[src/rtl/uart_rx_fifo.sv]
// uart_rx_fifo
// ------------
// UART receiver with a configurable frame format (5-9 data bits, none/odd/even
// parity, 1 or 2 stop bits) and a small show-ahead FIFO on the output side.
// Each received character is stored with its own parity and framing error
// flags and handed to the consumer over a valid/ready handshake.
//
// Ports
//   clock           system clock, everything on the rising edge
//   reset           synchronous, active-high reset
//   serial_in       asynchronous UART line (idles high)
//   o_data          data bits of the FIFO head entry
//   o_parity_err    parity error flag of the head entry
//   o_frame_err     framing error flag of the head entry
//   o_valid         FIFO holds at least one entry
//   i_ready         consumer takes the head entry when o_valid is high
//   o_overrun       sticky: a character was dropped because the FIFO was full
//   i_clear_overrun clears o_overrun (a simultaneous new overrun wins)
//   o_busy          receiver FSM is not idle
//   o_count         number of entries held in the FIFO
module uart_rx_fifo #(
  parameter  int CLKS_PER_BIT = 868,
  parameter  int DATA_BITS    = 8,
  parameter  int PARITY       = 0,
  parameter  int STOP_BITS    = 1,
  parameter  int FIFO_DEPTH   = 4,
  localparam int CNT_W        = $clog2(FIFO_DEPTH + 1)
) (
  input  logic                 clock,
  input  logic                 reset,
  input  logic                 serial_in,
  output logic [DATA_BITS-1:0] o_data,
  output logic                 o_parity_err,
  output logic                 o_frame_err,
  output logic                 o_valid,
  input  logic                 i_ready,
  output logic                 o_overrun,
  input  logic                 i_clear_overrun,
  output logic                 o_busy,
  output logic [CNT_W-1:0]     o_count
);

  localparam int CLK_W   = $clog2(CLKS_PER_BIT);
  localparam int BIT_W   = 4;
  localparam int PTR_W   = $clog2(FIFO_DEPTH);
  localparam int ENTRY_W = DATA_BITS + 2;

  localparam logic [CLK_W-1:0] MID_CNT   = CLK_W'((CLKS_PER_BIT - 1) / 2);
  localparam logic [CLK_W-1:0] LAST_CNT  = CLK_W'(CLKS_PER_BIT - 1);
  localparam logic [BIT_W-1:0] DATA_LAST = BIT_W'(DATA_BITS - 1);
  localparam logic [BIT_W-1:0] STOP_LAST = BIT_W'(STOP_BITS - 1);
  localparam logic [CNT_W-1:0] FULL_CNT  = CNT_W'(FIFO_DEPTH);

  // --------------------------------------------------------------------------
  // Two-flop synchroniser; both flops reset high so the line looks idle.
  // --------------------------------------------------------------------------
  logic sync1_q;
  logic sync2_q;
  logic rx;

  always_ff @(posedge clock) begin
    if (reset) begin
      sync1_q <= 1'b1;
      sync2_q <= 1'b1;
    end else begin
      sync1_q <= serial_in;
      sync2_q <= sync1_q;
    end
  end

  assign rx = sync2_q;

  // --------------------------------------------------------------------------
  // Receive FSM
  // --------------------------------------------------------------------------
  typedef enum logic [2:0] {
    S_IDLE,
    S_START,
    S_DATA,
    S_PARITY,
    S_STOP,
    S_WAIT_IDLE
  } state_t;

  state_t               state_q;
  logic [CLK_W-1:0]     clk_cnt_q;
  logic [BIT_W-1:0]     bit_cnt_q;
  logic [DATA_BITS-1:0] shift_q;
  logic                 par_err_q;
  logic                 frame_err_q;

  logic                 sample_tick;
  logic                 par_xor;
  logic                 push_w;
  logic [ENTRY_W-1:0]   push_entry;

  // After the mid-start sample the counter restarts from zero, so every later
  // sample lands exactly CLKS_PER_BIT cycles after the previous one.
  assign sample_tick = (clk_cnt_q == LAST_CNT);
  assign par_xor     = ^{shift_q, rx};

  // The push happens on the very edge that takes the final stop sample, so
  // the frame error has to include the sample being taken right now.
  assign push_w     = (state_q == S_STOP) && sample_tick && (bit_cnt_q == STOP_LAST);
  assign push_entry = {par_err_q, frame_err_q | ~rx, shift_q};

  always_ff @(posedge clock) begin
    if (reset) begin
      state_q     <= S_IDLE;
      clk_cnt_q   <= '0;
      bit_cnt_q   <= '0;
      shift_q     <= '0;
      par_err_q   <= 1'b0;
      frame_err_q <= 1'b0;
    end else begin
      case (state_q)
        S_IDLE: begin
          clk_cnt_q   <= '0;
          bit_cnt_q   <= '0;
          par_err_q   <= 1'b0;
          frame_err_q <= 1'b0;
          if (!rx) begin
            state_q <= S_START;
          end
        end

        S_START: begin
          if (clk_cnt_q == MID_CNT) begin
            clk_cnt_q <= '0;
            // A line already back high at mid-start was a glitch.
            state_q   <= rx ? S_IDLE : S_DATA;
          end else begin
            clk_cnt_q <= clk_cnt_q + CLK_W'(1);
          end
        end

        S_DATA: begin
          if (sample_tick) begin
            clk_cnt_q <= '0;
            shift_q   <= {rx, shift_q[DATA_BITS-1:1]};
            if (bit_cnt_q == DATA_LAST) begin
              bit_cnt_q <= '0;
              state_q   <= (PARITY != 0) ? S_PARITY : S_STOP;
            end else begin
              bit_cnt_q <= bit_cnt_q + BIT_W'(1);
            end
          end else begin
            clk_cnt_q <= clk_cnt_q + CLK_W'(1);
          end
        end

        S_PARITY: begin
          if (sample_tick) begin
            clk_cnt_q <= '0;
            // Odd mode expects the total XOR to be 1, even mode expects 0.
            par_err_q <= (PARITY == 1) ? ~par_xor : par_xor;
            state_q   <= S_STOP;
          end else begin
            clk_cnt_q <= clk_cnt_q + CLK_W'(1);
          end
        end

        S_STOP: begin
          if (sample_tick) begin
            clk_cnt_q   <= '0;
            frame_err_q <= frame_err_q | ~rx;
            if (bit_cnt_q == STOP_LAST) begin
              bit_cnt_q <= '0;
              // A low final stop bit may be a break; wait for the line to
              // recover before looking for another start edge.
              state_q   <= rx ? S_IDLE : S_WAIT_IDLE;
            end else begin
              bit_cnt_q <= bit_cnt_q + BIT_W'(1);
            end
          end else begin
            clk_cnt_q <= clk_cnt_q + CLK_W'(1);
          end
        end

        S_WAIT_IDLE: begin
          if (rx) begin
            state_q <= S_IDLE;
          end
        end

        default: begin
          state_q <= S_IDLE;
        end
      endcase
    end
  end

  assign o_busy = (state_q != S_IDLE);

  // --------------------------------------------------------------------------
  // Show-ahead FIFO. Storage is a plain array; the head entry is kept in a
  // separate register so the outputs are registered and hold their last
  // value once the FIFO runs empty.
  // --------------------------------------------------------------------------
  logic [ENTRY_W-1:0] mem_q [FIFO_DEPTH];
  logic [PTR_W-1:0]   wr_ptr_q, wr_ptr_d;
  logic [PTR_W-1:0]   rd_ptr_q, rd_ptr_d;
  logic [CNT_W-1:0]   count_q, count_d;
  logic [ENTRY_W-1:0] head_q, head_d;
  logic               overrun_q, overrun_d;

  logic               empty;
  logic               full;
  logic               pop_w;
  logic               push_do;
  logic               drop_w;
  logic               bypass;

  assign empty   = (count_q == '0);
  assign full    = (count_q == FULL_CNT);
  assign pop_w   = !empty && i_ready;
  // A full FIFO still accepts a push when the head leaves on the same edge.
  assign push_do = push_w && (!full || pop_w);
  assign drop_w  = push_w && full && !pop_w;
  // The incoming entry becomes the new head when nothing else will be left.
  assign bypass  = push_do && (pop_w ? (count_q == CNT_W'(1)) : empty);

  always_comb begin
    wr_ptr_d  = wr_ptr_q;
    rd_ptr_d  = rd_ptr_q;
    count_d   = count_q;
    head_d    = head_q;
    overrun_d = overrun_q;

    if (push_do) begin
      wr_ptr_d = wr_ptr_q + PTR_W'(1);
    end
    if (pop_w) begin
      rd_ptr_d = rd_ptr_q + PTR_W'(1);
    end

    case ({push_do, pop_w})
      2'b10:   count_d = count_q + CNT_W'(1);
      2'b01:   count_d = count_q - CNT_W'(1);
      default: count_d = count_q;
    endcase

    if (count_d != '0) begin
      if (bypass) begin
        head_d = push_entry;
      end else begin
        head_d = mem_q[rd_ptr_d];
      end
    end

    if (drop_w) begin
      overrun_d = 1'b1;
    end else if (i_clear_overrun) begin
      overrun_d = 1'b0;
    end
  end

  always_ff @(posedge clock) begin
    if (push_do) begin
      mem_q[wr_ptr_q] <= push_entry;
    end
  end

  always_ff @(posedge clock) begin
    if (reset) begin
      wr_ptr_q  <= '0;
      rd_ptr_q  <= '0;
      count_q   <= '0;
      head_q    <= '0;
      overrun_q <= 1'b0;
    end else begin
      wr_ptr_q  <= wr_ptr_d;
      rd_ptr_q  <= rd_ptr_d;
      count_q   <= count_d;
      head_q    <= head_d;
      overrun_q <= overrun_d;
    end
  end

  assign o_data       = head_q[DATA_BITS-1:0];
  assign o_frame_err  = head_q[DATA_BITS];
  assign o_parity_err = head_q[DATA_BITS+1];
  assign o_valid      = !empty;
  assign o_count      = count_q;
  assign o_overrun    = overrun_q;

endmodule

[config.mk]
export PLATFORM = sky130hd
export DESIGN_NAME = uart_rx_fifo
export DESIGN_NICKNAME = d
export VERILOG_FILES = /design/src/rtl/uart_rx_fifo.sv
export SDC_FILE = /design/constraint.sdc
export NUM_CORES = 1
export LEC_CHECK = 0
export CORE_MARGIN = 3
export CORE_UTILIZATION = 45
export DETAILED_ROUTE_END_ITERATION = 8
export REMOVE_ABC_BUFFERS = 1
export SLEW_MARGIN = 25
export SYNTH_ARGS = -nofsm -noshare
export SYNTH_HDL_FRONTEND = slang
export SYNTH_SLANG_ARGS = --single-unit
[constraint.sdc]
create_clock -name clock -period 4.4 [get_ports clock]
set_input_delay 0.88 -clock clock [delete_from_list [all_inputs] [get_ports clock]]
set_output_delay 0.88 -clock clock [all_outputs]
set_load 0.02 [all_outputs]
==> results by group, run 1 <==
Status
  • Outcome: complete, no violations

Global routing
  • All-Layer GR Usage: 16.6%
  • First-pass GRT wire length: 14.9 mm
  • Largest net degree at the start of global routing: 51
  • Initial antenna violation count: 0
  • GRT overflow: 0
  • Number of global-route vias before repair: 2976

Clocking
  • Post-CTS setup buffer count: 0
  • Clk sinks: 87
  • Clk buf depth: 2
  • CTS root buf: clkbuf_8
  • Post-cts resize count: 0
  • Clock Latency Late Sink: 0.36 ns
  • CTS H-tree depth: 3
  • CTS tree: done
  • Clk slew on worst S/H paths: 0.10 ns
  • Num CTS Buffers: 9
  • # hold bufs at CTS: 0

Pwr
  • Leakage: 0.00178 uW
  • Pwr per Cell Area: 467 nW/um^2
  • Peak supply drop: 0.248 mV

Setup path
  • Crit. End Element: output pin
  • Crit path max fanout: 10
  • CP Data Arrival Time: 2.30 ns
  • Critical Path Source Type: register
  • FF-to-FF setup slack: 1.39 ns
  • Crit path cell chain: inv_1 -> ha_1 -> nor2b_4 -> inv_2 -> clkdlybuf4s50_1
  • Max incr delay on CP: 0.64 ns
  • Worst Path Required: 3.52 ns
  • CP max stage cell: clkdlybuf4s50_1
  • CP Class: reg2out

Logic synthesis
  • Cell count after synthesis: 436
  • Number of flops mapped to enable cells by yosys: 40
  • Warnings, synthesis: 0
  • Yosys reg bits: 87
  • Seq/Total Area, Yosys: 48.1%
  • Distinct cell type count after synthesis: 60
  • Leading area contributor after synthesis: edfxtp_1
  • FFs w/ async S/R, synth: 0%
  • Ranking of synthesized cells by area: edfxtp_1 (27%), dfxtp_1 (21%), mux2i_1 (7.0%)
  • Synthesized area: 4450 sq um
  • Top-area cell type share of the netlist area: 27.0%
  • Top FF cell, synth: dfxtp_1
  • Synth Area per Inst: 10.2 sq um

Timing
  • Shortest period the worst path allows: 3.18 ns
  • Maximum clock frequency: 314 MHz
  • RSZ-0062 raised after global routing: false
  • Worst Tran Pin Value: 0.885 ns
  • Worst relative slew slack: 41.0%
  • Final Hold Viols: 0
  • Skew final: 0.00954 ns
  • Pins Over Slew Limit: 0
  • Final period util: 72.4%
  • Setup_tns: 0 ns
  • Finish-stage setup viols: 0

Route
  • DR pass1 iterations: 4
  • DRT Wirelength: 9.05 mm
  • Wire length per cell: 15.7 microns
  • Detail Route Antenna Nets: 0
  • Routed vias: 3192
  • Vias per cell: 5.52
  • DRC viols: 0
  • Drt initial violations: 182

Run
  • Maximum Capacitance Violations: 0

Placement
  • GP Congestion: 0.819
  • I/O Buffers: 20
  • Post-DP Area: 4710 sq um
  • Dpl hpwl: 6.10 mm

Floorplan
  • Core area: 9420 sq um
  • Initial Utilization: 47.3%
  • Die width: 105 microns
  • Die Y: 105 microns
  • Site Rows: 35
  • I/O Pins: 21
  • Die area: 11100 sq um

Min path
  • Hold crit path type: reg2reg

Finish
  • Nets: 461
  • Layout cells sized above 1: 8.69%
  • Util after Layout: 52.4%
  • Synth-to-Final Area Change: 10.8%
  • Fillcell total: 854
  • Final Cell Area: 4930 sq um
  • Ant. Diodes: 0
[metrics by stage]
| stage | hold WS, ns | power, uW | setup slack, ns | cells |
|---|---|---|---|---|
| after floorplan | 0.389 | 1470 | 1.19 | 410 |
| after global placement | 0.395 | 1680 | 0.978 | 562 |
| after detailed placement | 0.399 | 1680 | 0.926 | 562 |
| after CTS | 0.421 | 2310 | 1.25 | 578 |
| after global routing | 0.444 | 2420 | 1.12 | 578 |
| final | 0.418 | 2300 | 1.22 | 578 |
[logic make-up after synthesis]
group,synth area share (%)
adders and majority gates,3.37
muxes,8.49
DFF,48.1
AOI/OAI and AO/OA,14.7
and+or+nand+nor,16.9
buffers and inverters,4.27
xor gates and xnor gates,4.13
[sequential cells by signal (all words and copies together), names as in the netlist]
name	count
o_count	3
o_overrun	1
par_err_q	1
shift_q	8
rx	1
wr_ptr_q	2
bit_cnt_q	4
frame_err_q	1
state_q	3
clk_cnt_q	10
head_q	10
sync1_q	1
mem_q	40
rd_ptr_q	2
[where the power goes]
group / leakage, uW / switching [uW] / total, uW / internal [uW]
combinational: 0.000912 / 390 / 735 / 345
clock: 0.000110 / 307 / 633 / 326
sequential: 0.000752 / 51.7 / 935 / 883
[path summary, 6_finish.rpt]
| kind | start | end | cells past startpoint |
|---|---|---|---|
| max | o_count[0] | o_valid | 5 |
| min | sync1_q | rx | 1 |
| max reg2reg | o_count[0] | head_q[3] | 10 |
| min reg2reg | sync1_q | rx | 1 |
[worst max-delay path: cells and delay by family (launching register included)]
kind / cells / cell delay (ns)
buffers and inverters: 3 / 0.97
flip-flops: 1 / 0.49
adder cells (fa/ha/maj): 1 / 0.30
AND/OR/NAND/NOR: 1 / 0.18
[cell usage in the layout (no fill, tap or decap), types with 4 or more instances in the layout]
| cell | count |
|---|---|
| dfxtp_1 | 47 |
| nor2_1 | 42 |
| edfxtp_1 | 40 |
| nand2_1 | 31 |
| mux2i_1 | 31 |
| clkdlybuf4s50_1 | 19 |
| a21oi_1 | 17 |
| inv_1 | 16 |
| xnor2_1 | 16 |
| nand2b_1 | 14 |
| o21ai_0 | 12 |
| a311o_1 | 12 |
| ha_1 | 12 |
| and3_1 | 9 |
| clkbuf_8 | 9 |
| nor3_1 | 7 |
| a211oi_1 | 7 |
| nor2b_1 | 6 |
| mux2_2 | 6 |
| nand3_1 | 6 |
| o221ai_1 | 6 |
| o22a_1 | 6 |
| and2_1 | 5 |
| xor2_1 | 5 |
| nand4_1 | 4 |
| a211o_1 | 4 |
[cell usage after synthesis, types with 7 or more instances]
library cell / n
xnor2_1: 16
nand2_1: 31
edfxtp_1: 40
nor3_1: 7
nor2_1: 42
dfxtp_1: 47
clkbuf_1: 16
ha_1: 12
and3_1: 9
o21ai_0: 12
mux2i_1: 31
a211oi_1: 7
nand2b_1: 14
a311o_1: 12
inv_1: 16
a21oi_1: 17
[layer usage]
layer | GRT usage [%] | part of all wire [%] | wire [microns]
met4 | 7.31 | 1.4 | 125
met2 | 25.8 | 46 | 4170
met1 | 23.0 | 48 | 4350
met3 | 2.63 | 4.5 | 405
met5 | 0 | 0 | 0
[area by class of cell]
cell class | count | area (sq um) | share of cell area, %
clock buffer | 9 | 124 | 2.51
clock inverter | 7 | 103 | 2.08
inverter | 18 | 67.6 | 1.37
multi-input combinational | 305 | 2120 | 43.0
sequential | 87 | 2140 | 43.4
tap | 129 | 161 | 3.27
timing repair buffer | 23 | 218 | 4.41
Note: power is estimated with default switching activity, not from simulation.
==> run 2: changes to the inputs <==
==> constraint.sdc (replaced) <==
create_clock -name clock -period 3 [get_ports clock]
set_input_delay 0.6 -clock clock [delete_from_list [all_inputs] [get_ports clock]]
set_output_delay 0.6 -clock clock [all_outputs]
set_load 0.02 [all_outputs]
==> run 2 against run 1 <==
  * Power rose by 45%
  * Count of clock-buffer cells in the layout did not move
  * Non-clock buffer count rose by 10
  * Highest routed layer unchanged
  * Combinational power rose by 55%
  * Sequential power rose by 48%
  * Largest cell class unchanged
  * Routed wire length rose by 3.2%
  * Final cell count rose by 1.7%
  * Global-route usage rose by 0.60 points
==> results by group, run 2 (same netlist as run 1, synthesis figures left out) <==
Setup path
  • Worst Path Required: 2.40 ns
  • CP max stage cell: clkdlybuf4s50_1
  • Critical path buffers and inverters: 3
  • Critical Path Source Type: register
  • CP Data Arrival Time: 2.24 ns
  • CP Class: reg2out
  • Critical path depth in cells: 5
  • CP startpoint: o_count[1]
  • Crit path max fanout: 10
  • Worst R2R Path Depth: 10
  • Crit. End Element: output pin
  • Crit Reg-Reg Endpoint: head_q[6]
  • Crit path cell chain: inv_1 -> ha_1 -> nor2b_4 -> inv_2 -> clkdlybuf4s50_1
  • Worst r2r src: o_count[0]
  • FF-to-FF setup slack: 0.46 ns
  • Max incr delay on CP: 0.65 ns
  • CP endpoint: o_valid
  • CP top delay family: buffers and inverters

Clocking
  • Clock Latency Late Sink: 0.36 ns
  • Clk sinks: 87
  • Num CTS Buffers: 9
  • Post-CTS setup buffer count: 0
  • CTS tree: done
  • CTS H-tree depth: 3
  • Clk slew on worst S/H paths: 0.09 ns
  • Clk buf depth: 2
  • CTS root buf: clkbuf_8

Finish
  • Max reg flops: 40
  • Biggest regs: mem_q: 40 flops, clk_cnt_q: 10 flops, head_q: 10 flops
  • Final Cell Area: 4990 sq um
  • Nets: 471
  • Ant. Diodes: 0
  • Commonest cells after routing, fill and taps aside: dfxtp_1 (46), nor2_1 (42), edfxtp_1 (40), nand2_1 (31), mux2i_1 (31)
  • Largest Register: mem_q
  • Commonest non-fill, non-tap cell in the layout: dfxtp_1
  • Layout cells sized above 1: 10.9%
  • Fillcell total: 845
  • Synth-to-Final Area Change: 12.1%
  • Reg area: 2140 sq um
  • Multi-input combinational cell area: 2120 sq um

Route
  • Routed vias: 3272
  • Wire length per cell: 15.9 microns
  • Detail Route Antenna Nets: 0
  • DRC viols: 0
  • DR pass1 iterations: 4
  • Vias per cell: 5.56
  • Drt initial violations: 137
  • DRT Wirelength: 9.34 mm

Global routing
  • First-pass GRT wire length: 15.3 mm
  • Largest net degree at the start of global routing: 39
  • Number of global-route vias before repair: 3086
  • Initial antenna violation count: 0
  • All-Layer GR Usage: 17.3%
  • GRT overflow: 0

Placement
  • Post-DP Area: 4800 sq um
  • GP Congestion: 0.840
  • Dpl hpwl: 6.40 mm
  • I/O Buffers: 20

Floorplan
  • Die Y: 105 microns
  • Initial Utilization: 47.3%
  • I/O Pins: 21
  • Site Rows: 35
  • Die width: 105 microns
  • Die area: 11100 sq um
  • Core area: 9420 sq um

Run
  • Maximum Capacitance Violations: 0

Pwr
  • Clock share of power: 24.5%
  • Sw frac: 34.9%
  • Leakage: 0.00182 uW
  • Combinational power share: 34.2%
  • P_sw: 1160 uW
  • Pwr per Cell Area: 668 nW/um^2
  • Peak supply drop: 0.401 mV
  • Sequential share of power: 41.3%
  • P_int: 2170 uW

Timing
  • WHS: 0.417 ns
  • Pins Over Slew Limit: 0
  • Worst Tran Pin Value: 0.743 ns
  • Final period util: 94.8%
  • Shortest period the worst path allows: 2.84 ns
  • Skew final: 0.00873 ns
  • Maximum clock frequency: 352 MHz
  • Finish-stage setup viols: 0
  • RSZ-0062 raised after global routing: false
  • Worst relative slew slack: 50.4%
  • Final Hold Viols: 0

Min path
  • Hold crit path type: reg2reg

Status
  • Outcome: complete, no violations
[run 2: cell count changes in the layout (fill, tap and decap cells not counted), sizes merged]
cell | before | now
inv | 20 | 24
clkinvlp | 1 | 0
clkinv | 2 | 1
buf | 4 | 14
bufinv | 2 | 0
[run 2: layout make-up]
class                      count  share of cell area (%)
sequential                    87                    42.9
multi-input combinational    305                    42.5
timing repair buffer          33                    6.12
tap                          129                    3.23
clock buffer                   9                    2.48
clock inverter                 7                    1.43
inverter                      18                    1.35
[run 2: through the flow]
stage / setup slack [ns] / std cells / util (%) / total power [uW] / setup TNS, ns
after floorplan: -0.206 / 410 / - / 2160 / -2.06
after global placement: 0.380 / 572 / 50.9 / 2520 / 0
after detailed placement: 0.339 / 572 / 50.9 / 2530 / 0
after CTS: 0.0796 / 588 / 53.0 / 3360 / 0
after global routing: 0.0839 / 588 / 53.0 / 3510 / 0
final: 0.156 / 588 / 53.0 / 3330 / 0
[run 2: what timing repair did]
item                                   in CTS  in global routing
setup endpoints to repair                   0                  1
endpoints found under the hold margin       0                  0
hold buffers                                0                  0
resized for setup                           0                  1
[run 2: metal layers]
layer / up-vias / share of wire [%] / wire [microns] / GRT usage, %
met1: 1540 / 46 / 4280 / 22.0
met3: 20 / 5.5 / 510 / 3.06
met4: 0 / 2.0 / 190 / 6.94
met5: - / 0 / 0 / 0
li1: 1616 / - / - / -
met2: 96 / 47 / 4350 / 29.0
[run 2: worst min-delay path by stage]
stage,endpoint,start,slack (ns),depth (start not counted)
CTS,rx,sync1_q,0.42,1
global route,rx,sync1_q,0.45,1
global placement,rx,sync1_q,0.40,1
finish,rx,sync1_q,0.42,1
floorplan,rx,sync1_q,0.39,1
detailed placement,rx,sync1_q,0.40,1
[run 2: worst register-to-register path: stages (launching register included)]
cell	delay (ns)
dfxtp_2	0.37
inv_1	0.14
ha_1	0.28
nor2b_4	0.26
inv_2	0.15
nand2_2	0.14
buf_12	0.21
nand2_1	0.10
a311o_1	0.34
a311o_1	0.37
mux2i_1	0.12
[run 2: power groups by stage]
stage | Sequential (uW) | Clock (uW) | Combinational (uW)
2_1_floorplan | 1450 | 0 | 710
4_1_cts | 1380 | 844 | 1140
6_report | 1380 | 818 | 1140
3_3_place_gp | 1400 | 0 | 1120
5_1_grt | 1390 | 894 | 1230
3_5_place_dp | 1400 | 0 | 1130
